### src/rtl/mitll_jtl_pkg.sv
// Shared constants and the elaboration-time delay computation for the
// MIT-LL style Josephson transmission line model.
package mitll_jtl_pkg;

  localparam int unsigned MAX_DELAY = 16;
  localparam real         BIAS_MIN  = 0.5;
  localparam real         BIAS_MAX  = 2.0;

  // Stage count for a given bias; 0 marks a dead (out-of-range bias) line.
  function automatic int delay_cycles(input real bias, input int base);
    int d;
    if ((bias < BIAS_MIN) || (bias > BIAS_MAX)) begin
      return 0;
    end
    d = int'(real'(base) / bias);
    if (d < 1) begin
      d = 1;
    end
    if (d > int'(MAX_DELAY)) begin
      d = int'(MAX_DELAY);
    end
    return d;
  endfunction

endpackage

### src/rtl/sfq_delay_line.sv
// Fixed-depth pulse shift register; the output flop toggles whenever a
// pulse falls out of the last stage.
module sfq_delay_line #(
  parameter int unsigned DEPTH = 4
) (
  input  logic clk,
  input  logic rst_n,
  input  logic pulse_in,
  output logic out
);

  logic [DEPTH-1:0] stage_q;
  logic [DEPTH-1:0] stage_d;
  logic             out_d;

  // Shift toward the MSB; the MSB is the stage about to emerge.
  always_comb begin
    stage_d = DEPTH'({stage_q, pulse_in});
    out_d   = out ^ stage_q[DEPTH-1];
  end

  always_ff @(posedge clk or negedge rst_n) begin
    if (!rst_n) begin
      stage_q <= '0;
      out     <= 1'b0;
    end else begin
      stage_q <= stage_d;
      out     <= out_d;
    end
  end

endmodule

### src/rtl/mitll_jtl.sv
// Clocked JTL model: synchronises toggle-encoded SFQ pulses, detects them,
// and replays them after a bias-dependent number of cycles.
module mitll_jtl
  import mitll_jtl_pkg::*;
#(
  parameter real BIAS       = 1.0,
  parameter int  BASE_DELAY = 4
) (
  input  logic clk,
  input  logic rst_n,
  input  logic in,
  output logic out
);

  localparam int unsigned D_CALC    = 32'(delay_cycles(BIAS, BASE_DELAY));
  localparam bit          LINE_DEAD = (D_CALC == 0);
  localparam int unsigned DEPTH     = LINE_DEAD ? 1 : D_CALC;

  logic s1_q;
  logic s2_q;
  logic prev_q;
  logic pulse_c;

  // Two-flop synchroniser plus the previous-level flop for edge detection.
  always_ff @(posedge clk or negedge rst_n) begin
    if (!rst_n) begin
      s1_q   <= 1'b0;
      s2_q   <= 1'b0;
      prev_q <= 1'b0;
    end else begin
      s1_q   <= in;
      s2_q   <= s1_q;
      prev_q <= s2_q;
    end
  end

  // A dead line swallows every pulse, so out never leaves 0.
  assign pulse_c = (s2_q ^ prev_q) & ~LINE_DEAD;

  sfq_delay_line #(
    .DEPTH(DEPTH)
  ) u_line (
    .clk     (clk),
    .rst_n   (rst_n),
    .pulse_in(pulse_c),
    .out     (out)
  );

endmodule

### config.mk
export PLATFORM = sky130hd
export DESIGN_NAME = mitll_jtl
export DESIGN_NICKNAME = d
export VERILOG_FILES = /design/src/rtl/mitll_jtl_pkg.sv /design/src/rtl/sfq_delay_line.sv /design/src/rtl/mitll_jtl.sv
export SDC_FILE = /design/constraint.sdc
export NUM_CORES = 1
export LEC_CHECK = 0
export BUFFER_PORTS_ARGS = -buffer_cell sky130_fd_sc_hd__clkbuf_2
export CORE_AREA = 2 2 39 41
export CTS_CLUSTER_DIAMETER = 200
export DETAILED_ROUTE_END_ITERATION = 8
export DIE_AREA = 0 0 41 43
export GPL_TIMING_DRIVEN = 0
export PLACE_DENSITY = 0.34
export RECOVER_POWER = 100
export SYNTH_ARGS = -nofsm -noshare
export SYNTH_HDL_FRONTEND = slang
export SYNTH_SLANG_ARGS = --single-unit
### constraint.sdc
create_clock -name clk -period 1.5 [get_ports clk]
set_input_delay 0.075 -clock clk [delete_from_list [all_inputs] [get_ports clk]]
set_output_delay 0.075 -clock clk [all_outputs]
set_load 0.05 [all_outputs]
======== Word level (Yosys, flattened, before mapping) ========
Index checks and enable logic that the tools add are counted.
operators by class
  bitwise logic cells ..................... 2
operators with widths
  operator       number
  $xor A1 B1 Y1  2
word-level totals
  output and inout port bits .............. 1
  word-level logic and storage cells ...... 7
  bits in registers ....................... 8

======== Depth between registers and ports, before layout ========
Gate-level depths: netlist of run 1.
  depth after elaboration ................. 1
  mapped depth ............................ 1
  mapped depth without buffers ............ 1

======== Cells and area by module ========
Synthesis of run 1 repeated with hierarchy kept, for this count alone.
unflattened totals
  cell total of the unflattened synthesis .. 10
  area total of the unflattened synthesis .. 217.7 um^2
modules (own cells, without submodules)
  module          sequential area each (um^2)  cells an instance  area each (um^2)  times used
  sfq_delay_line  125.1                        6                  133.9             1
  mitll_jtl       75.1                         4                  83.8              1

======== Least setup slack after synthesis of run 1 ========
No wires, ideal clock.
  path kind ............................... flip-flop to flip-flop
  start ................................... register u_line.out
  end ..................................... register u_line.out
  path buffers ............................ 0
  slack ................................... 598 ps
  cell stages (with the launch flop) ...... 2
  clock period less this slack ............ 902 ps
  data required time ...................... 1351 ps
  arrival ................................. 753 ps
  path through ............................ dfrtp_1 > xor2_1
between the ends
  word-level cells in the longest chain between the ends .. 1
RTL lines
  what                      RTL line              RTL
  start: declaration        sfq_delay_line.sv:9   output logic out
  start signal: assignment  sfq_delay_line.sv:28  out <= out_d;
  $xor A1 B1 Y1             sfq_delay_line.sv:19  out_d = out ^ stage_q[DEPTH-1];
  named net u_line.out_d    sfq_delay_line.sv:14  logic out_d;
The timed path passes the listed nets, and every way through them passes these cells.

======== Worst setup path after layout of run 1 ========
  start ................................... register u_line.out
  end ..................................... output port out
RTL lines
  what              RTL line         RTL
  end: declaration  mitll_jtl.sv:12  output logic out
No word-level cell between the ends.

==> summary.md, run 1 <==
| Metric | Value |
|---|---|
| Post-route ant nets | 0 |
| Status | finished clean |
| Starting Density | between 15 and 20% |
| Area growth from synthesis to layout | 34.5% |
| Fin Setup TNS | 0 ns |
| CP Cell Sequence | clkbuf_1 |
| Congestion Overflow GR | 0 |
| Fillers | ~150 |
| Critical path class | reg2out |
| CP Max Fanout | 2 |
| Synth Instances | 10 |
| Synth top cells by count | dfrtp_1, xor2_1 |
| Critical Path Slowest Stage Cell | clkbuf_1 |
| RSZ-0062 raised after global routing | false |
| PwrDens | 1710 nW/um2 |
| Top_reg_cell synth | dfrtp_1 |
| CP endpoint kind | primary output |
| Core Region | between 1000 and 1500 um2 |
| DR pass1 iterations | 1 |
| Slew Limit Fails | 0 |
| Clock buffer depth | 2 |
| Fmax | between 800 and 900 MHz |
| Ys Warns | 0 |
| WP data arrival | 1.07 ns |
| Vias in the first global route | about 140 |
| CTS tree | done |
| Die H | 43 um |
| Number of antenna diodes | 0 |
| Rows | 14 |
| Wirelength, routed | slightly below 300 um |
| Most crowded layer after global routing | met4 |
| DR iter-0 viols | 0 |
| Core Util, Final | between 20% and 30% |
| Port bufs | 3 |
| Fin crit share | between 70% and 80% |
| CP delay by family, top | buffers and inverters |
| Via/cell ratio | about 3.1 |
| Final hold viol count | 0 |
| Slew at the pin with the worst max-slew slack | a little under 0.6 ns |
| GRT Total Usage | just over 6% |
| Critical Path Max Stage Delay | 0.47 ns |
| H-tree depth | 1 |
| Register area share after synthesis | roughly nine tenths |
| Drt drc | 0 |
| Syn nets | 13 |
| Synth area leader | dfrtp_1 |
| Met1 GRT Util | ~5.7% |
| Global-route wire length before repair | roughly 600 um |
| Synth top area share | between 90 and 100% |
| Seq cells post-synth | 8 |
| CP Data Required Time | 1.42 ns |
| Nets | 23 |
| Vias | roughly 110 |
| I/O pin cnt | 4 |
| Library cells used by synthesis | 2 |
| Largest net degree at the start of global routing | 9 |
| Final Critical Period | 1.14 ns |
| Worst IR Drop VDD | around 0.4 mV |
| Leakage | approximately 0.00013 uW |
| Die Width | 41 um |
| EDFF count, synth | 0 |
| Avg WL per Cell | just under 9 um |
| Clock latency on the worst-skew pair | roughly 0.24 ns |
| Pwr Total | roughly 500 uW |
| Grt met2 use | 6.88% |
| Rel. slew slack | between 60% and 70% |
| Share of cells above drive strength 1 | approximately 22% |
| Synthesized area | roughly 220 um2 |
| CP bufs+invs | 1 |
| Routability cong. | around 0.6 |
| Max cap viols | 0 |
| CTS resizes | 0 |
| TritonCTS buffer count | 3 |
| Most numerous cell in the Yosys netlist | dfrtp_1 |
| Ranking of synthesized cells by area | dfrtp_1, xor2_1 |
| Clock sink count | 8 |
| Antenna violations before repair | 0 |
| Startpoint type of the worst setup path | flop |
| Async set-reset flop share out of synthesis | 100% |
| Root Buffer | clkbuf_4 |
| Synthesized area per cell | 21.8 um2 |
| Die footprint | 1760 um2 |
| Reg clk slew, reported paths | around 0.05 ns |
| Min-delay worst type | in2async |
| # Post-CTS Setup Buffers | 0 |
| GR Util met3 | 4.71% |
| Worst Skew | between 0.0007 and 0.0008 ns |
| Final Setup Violations | 0 |
==> what timing repair did <==
| item | 4_1_cts | 5_1_grt |
|---|---|---|
| hold endpoints to repair | 9 | 0 |
| endpoints found under the setup margin | 0 | 0 |
| hold buffers | 2 | 0 |
==> per-stage QoR <==
step                      worst slack (ns)  std cells  hold WS, ns  cell area [um2]
after floorplan                      0.598         10       -0.221              218
after global placement               0.806         29      -0.0783              253
after detailed placement             0.804         29      -0.0704              253
after CTS                            0.528         34        0.196              295
after global routing                 0.283         34        0.316              293
final                                0.355         34        0.267              293
==> final timing paths <==
kind	from	to	slack, ns	cells past startpoint
max	u_line.out	out	0.36	1
min	rst_n	u_line.stage_q[3]	0.27	2
max reg2reg	s2_q	u_line.stage_q[0]	0.85	1
min reg2reg	u_line.stage_q[0]	u_line.stage_q[1]	0.35	0
max in group asynchronous	rst_n	u_line.stage_q[0]	0.95	2
min in group clk	u_line.stage_q[0]	u_line.stage_q[1]	0.35	0
==> sequential cells by signal, indices dropped and copies added, names as in the netlist <==
| signal | cells |
|---|---|
| s2_q | 1 |
| prev_q | 1 |
| u_line.stage_q | 4 |
| s1_q | 1 |
| u_line.out | 1 |
==> report_power, final <==
group / switching (uW) / internal, uW
Clock: 67.1 / 91.2
Combinational: 65.9 / 17.2
Sequential: 13.6 / 245
==> placed cells by master, fill, tap and decap left out, drive strengths merged <==
| cell | instances |
|---|---|
| xor2 | 2 |
| dfrtp | 8 |
| clkbuf | 6 |
| dlygate4sd3 | 2 |
==> metal layers <==
layer / vias up / share of wire (%)
li1: 48 / -
met1: 55 / 40
met2: 4 / 50
met3: 0 / 9.5
met4: 0 / 0
met5: - / 0
==> area by class of cell <==
class,count,area [um2],share of cell area [%]
Sequential cell,8,200,68.4
Timing Repair Buffer,5,32.5,11.1
Clock buffer,3,22.5,7.69
Tap cell,16,20.0,6.84
Multi-Input combinational cell,2,17.5,5.98
==> cells by family (layout without fill, tap and decap cells) <==
family | count (synthesis) | after routing | synth area share [%]
flops | 8 | 8 | 92.0
xor+xnor | 2 | 2 | 8.05
buf+inv | 0 | 8 | 0
(Power assumes the default switching activity.)
==> run 2, diff against run 1 <==
==> constraint.sdc (replaced) <==
create_clock -name clk -period 1.1 [get_ports clk]
set_input_delay 0.055 -clock clk [delete_from_list [all_inputs] [get_ports clk]]
set_output_delay 0.055 -clock clk [all_outputs]
set_load 0.05 [all_outputs]
==> summary.md, run 2 (synthesis gave the netlist of run 1 again) <==
| Metric | Value |
|---|---|
| Status | finished clean |
| Reg clk slew, reported paths | 0.05 ns (about the same) |
| RSZ-0062 raised after global routing | false |
| Drt drc | 0 (unchanged) |
| Final hold viol count | 0 (unchanged) |
| Global-route wire length before repair | 607 um (unchanged) |
| Critical path class | reg2out |
| Final Critical Period | 0.934 ns |
| Largest net degree at the start of global routing | 9 (unchanged) |
| Fin worst setup slack | 0.166 ns (-0.189 ns) |
| Slew Limit Fails | 0 (unchanged) |
| Nets | 23 (unchanged) |
| Worst IR Drop VDD | 0.552 mV (+36%) |
| Critical Path Max Stage Delay | 0.35 ns (-0.12 ns) |
| TritonCTS buffer count | 3 (unchanged) |
| Cell area after layout | 294 um2 (+0.43%) |
| CP delay by family, top | flip-flops |
| Slew at the pin with the worst max-slew slack | 0.412 ns (-0.178 ns) |
| Rel. slew slack | 72.5% (+12 points) |
| Die Width | 41 um (unchanged) |
| Die H | 43 um (unchanged) |
| Wirelength, routed | 293 um (-0.34%) |
| CP Cell Sequence | clkbuf_2 |
| Startpoint type of the worst setup path | flop |
| # Post-CTS Setup Buffers | 0 (unchanged) |
| Post-route ant nets | 0 (unchanged) |
| Placed cells | 29 (unchanged) |
| Post-Place Worst Slack | 0.424 ns (-0.380 ns) |
| Vias in the first global route | 144 (unchanged) |
| Root Buffer | clkbuf_4 |
| Starting Density | 15.7% (unchanged) |
| Die footprint | 1760 um2 (unchanged) |
| Fillers | 147 (unchanged) |
| Post-place instance area | 253 um2 (unchanged) |
| Hold_buf cts | 2 (unchanged) |
| H-tree depth | 1 (unchanged) |
| Antenna violations before repair | 0 (unchanged) |
| DR iter-0 viols | 0 (unchanged) |
| CTS resizes | 0 (unchanged) |
| Most flops, register | u_line.stage_q |
| I/O pin cnt | 4 (unchanged) |
| Critical Path Slowest Stage Cell | dfrtp_1 |
| CP endpoint kind | primary output |
| Rows | 14 (unchanged) |
| Reg-to-reg critical path startpoint | s2_q |
| CP bufs+invs | 1 (unchanged) |
| Congestion Overflow GR | 0 (unchanged) |
| Clock sink count | 8 (unchanged) |
| WP data arrival | 0.88 ns (-0.19 ns) |
| Worst Skew | 0.000708 ns (unchanged) |
| Most common cell after layout, fill and taps aside | dfrtp_1 |
| CP Max Fanout | 2 (unchanged) |
| CP Launch Point | u_line.out |
| Share of cells above drive strength 1 | 27.8% (+5.6 points) |
| Core Region | 1380 um2 (unchanged) |
| Sequential Area | 200 um2 (unchanged) |
| Avg WL per Cell | 8.62 um (-0.34%) |
| CTS tree | done |
| Number of antenna diodes | 0 (unchanged) |
| CP Data Required Time | 1.04 ns (-0.38 ns) |
| Clock buffer depth | 2 (unchanged) |
| Port bufs | 3 (unchanged) |
| Final Setup Violations | 0 (unchanged) |
| Min-delay worst type | in2async |
| Fin Setup TNS | 0 ns (unchanged) |
| Fin cells | 34 (unchanged) |
| DR pass1 iterations | 1 (unchanged) |
| Via/cell ratio | 3.15 (unchanged) |
| Fmax | 1070 MHz |
| Area growth from synthesis to layout | 35.1% |
| Routability cong. | 0.590 (unchanged) |
| Multi-input logic area | 17.5 um2 (unchanged) |
| Most frequent cells in the layout | dfrtp_1, clkbuf_4, xor2_1, dlygate4sd3_1, clkbuf_2 |
| Max cap viols | 0 (unchanged) |
| Leakage | 0.000133 uW (+2.3%) |
| Final hold slack | 0.247 ns (-0.0200 ns) |
| Max reg flops | 4 (unchanged) |
| Vias | 107 (unchanged) |
| Fin crit share | a little over four fifths |
| Clock latency on the worst-skew pair | 0.24 ns (about the same) |
| GRT Total Usage | 6.09% (unchanged) |
| PwrDens | 2340 nW/um2 (+37%) |
[run 2: through the flow]
| step | power, uW | utilization [%] |
|---|---|---|
| after CTS | 707 | 21.3 |
| after detailed placement | 473 | 18.3 |
| after floorplan | 437 | - |
| after global routing | 748 | 21.2 |
| after global placement | 470 | 18.3 |
| final | 687 | 21.2 |
[run 2: report_power, final]
group	total [uW]	internal, uW	leakage [uW]	switching (uW)
registers	353	334	0.0000932	18.6
logic	118	28.3	0.0000264	89.7
clock network	216	124	0.0000138	91.5
total	687	487	0.000133	200
[run 2: path summary, 6_finish.rpt]
check                                     to  slack, ns  cells after the start
min in group clk           u_line.stage_q[1]       0.35                      0
max in group asynchronous  u_line.stage_q[0]       0.57                      2
setup reg to reg           u_line.stage_q[0]       0.45                      1
hold / removal             u_line.stage_q[3]       0.25                      2
setup / recovery                         out       0.17                      1
hold reg to reg            u_line.stage_q[1]       0.35                      0
[run 2: layout make-up]
type	count	share of cell area, %
flip-flops and latches	8	68.1
repair buffers	5	11.5
clock buffers	3	7.66
well taps	16	6.81
multi-input cells	2	5.96
[run 2: layer usage]
metal  up-vias  share of wire (%)  global-route usage, %
li1         48                  -                      -
met1        55                 41                   5.67
met2         4                 50                   6.88
met3         0                8.9                   4.71
met4         0                  0                   8.00
met5         -                  0                      0
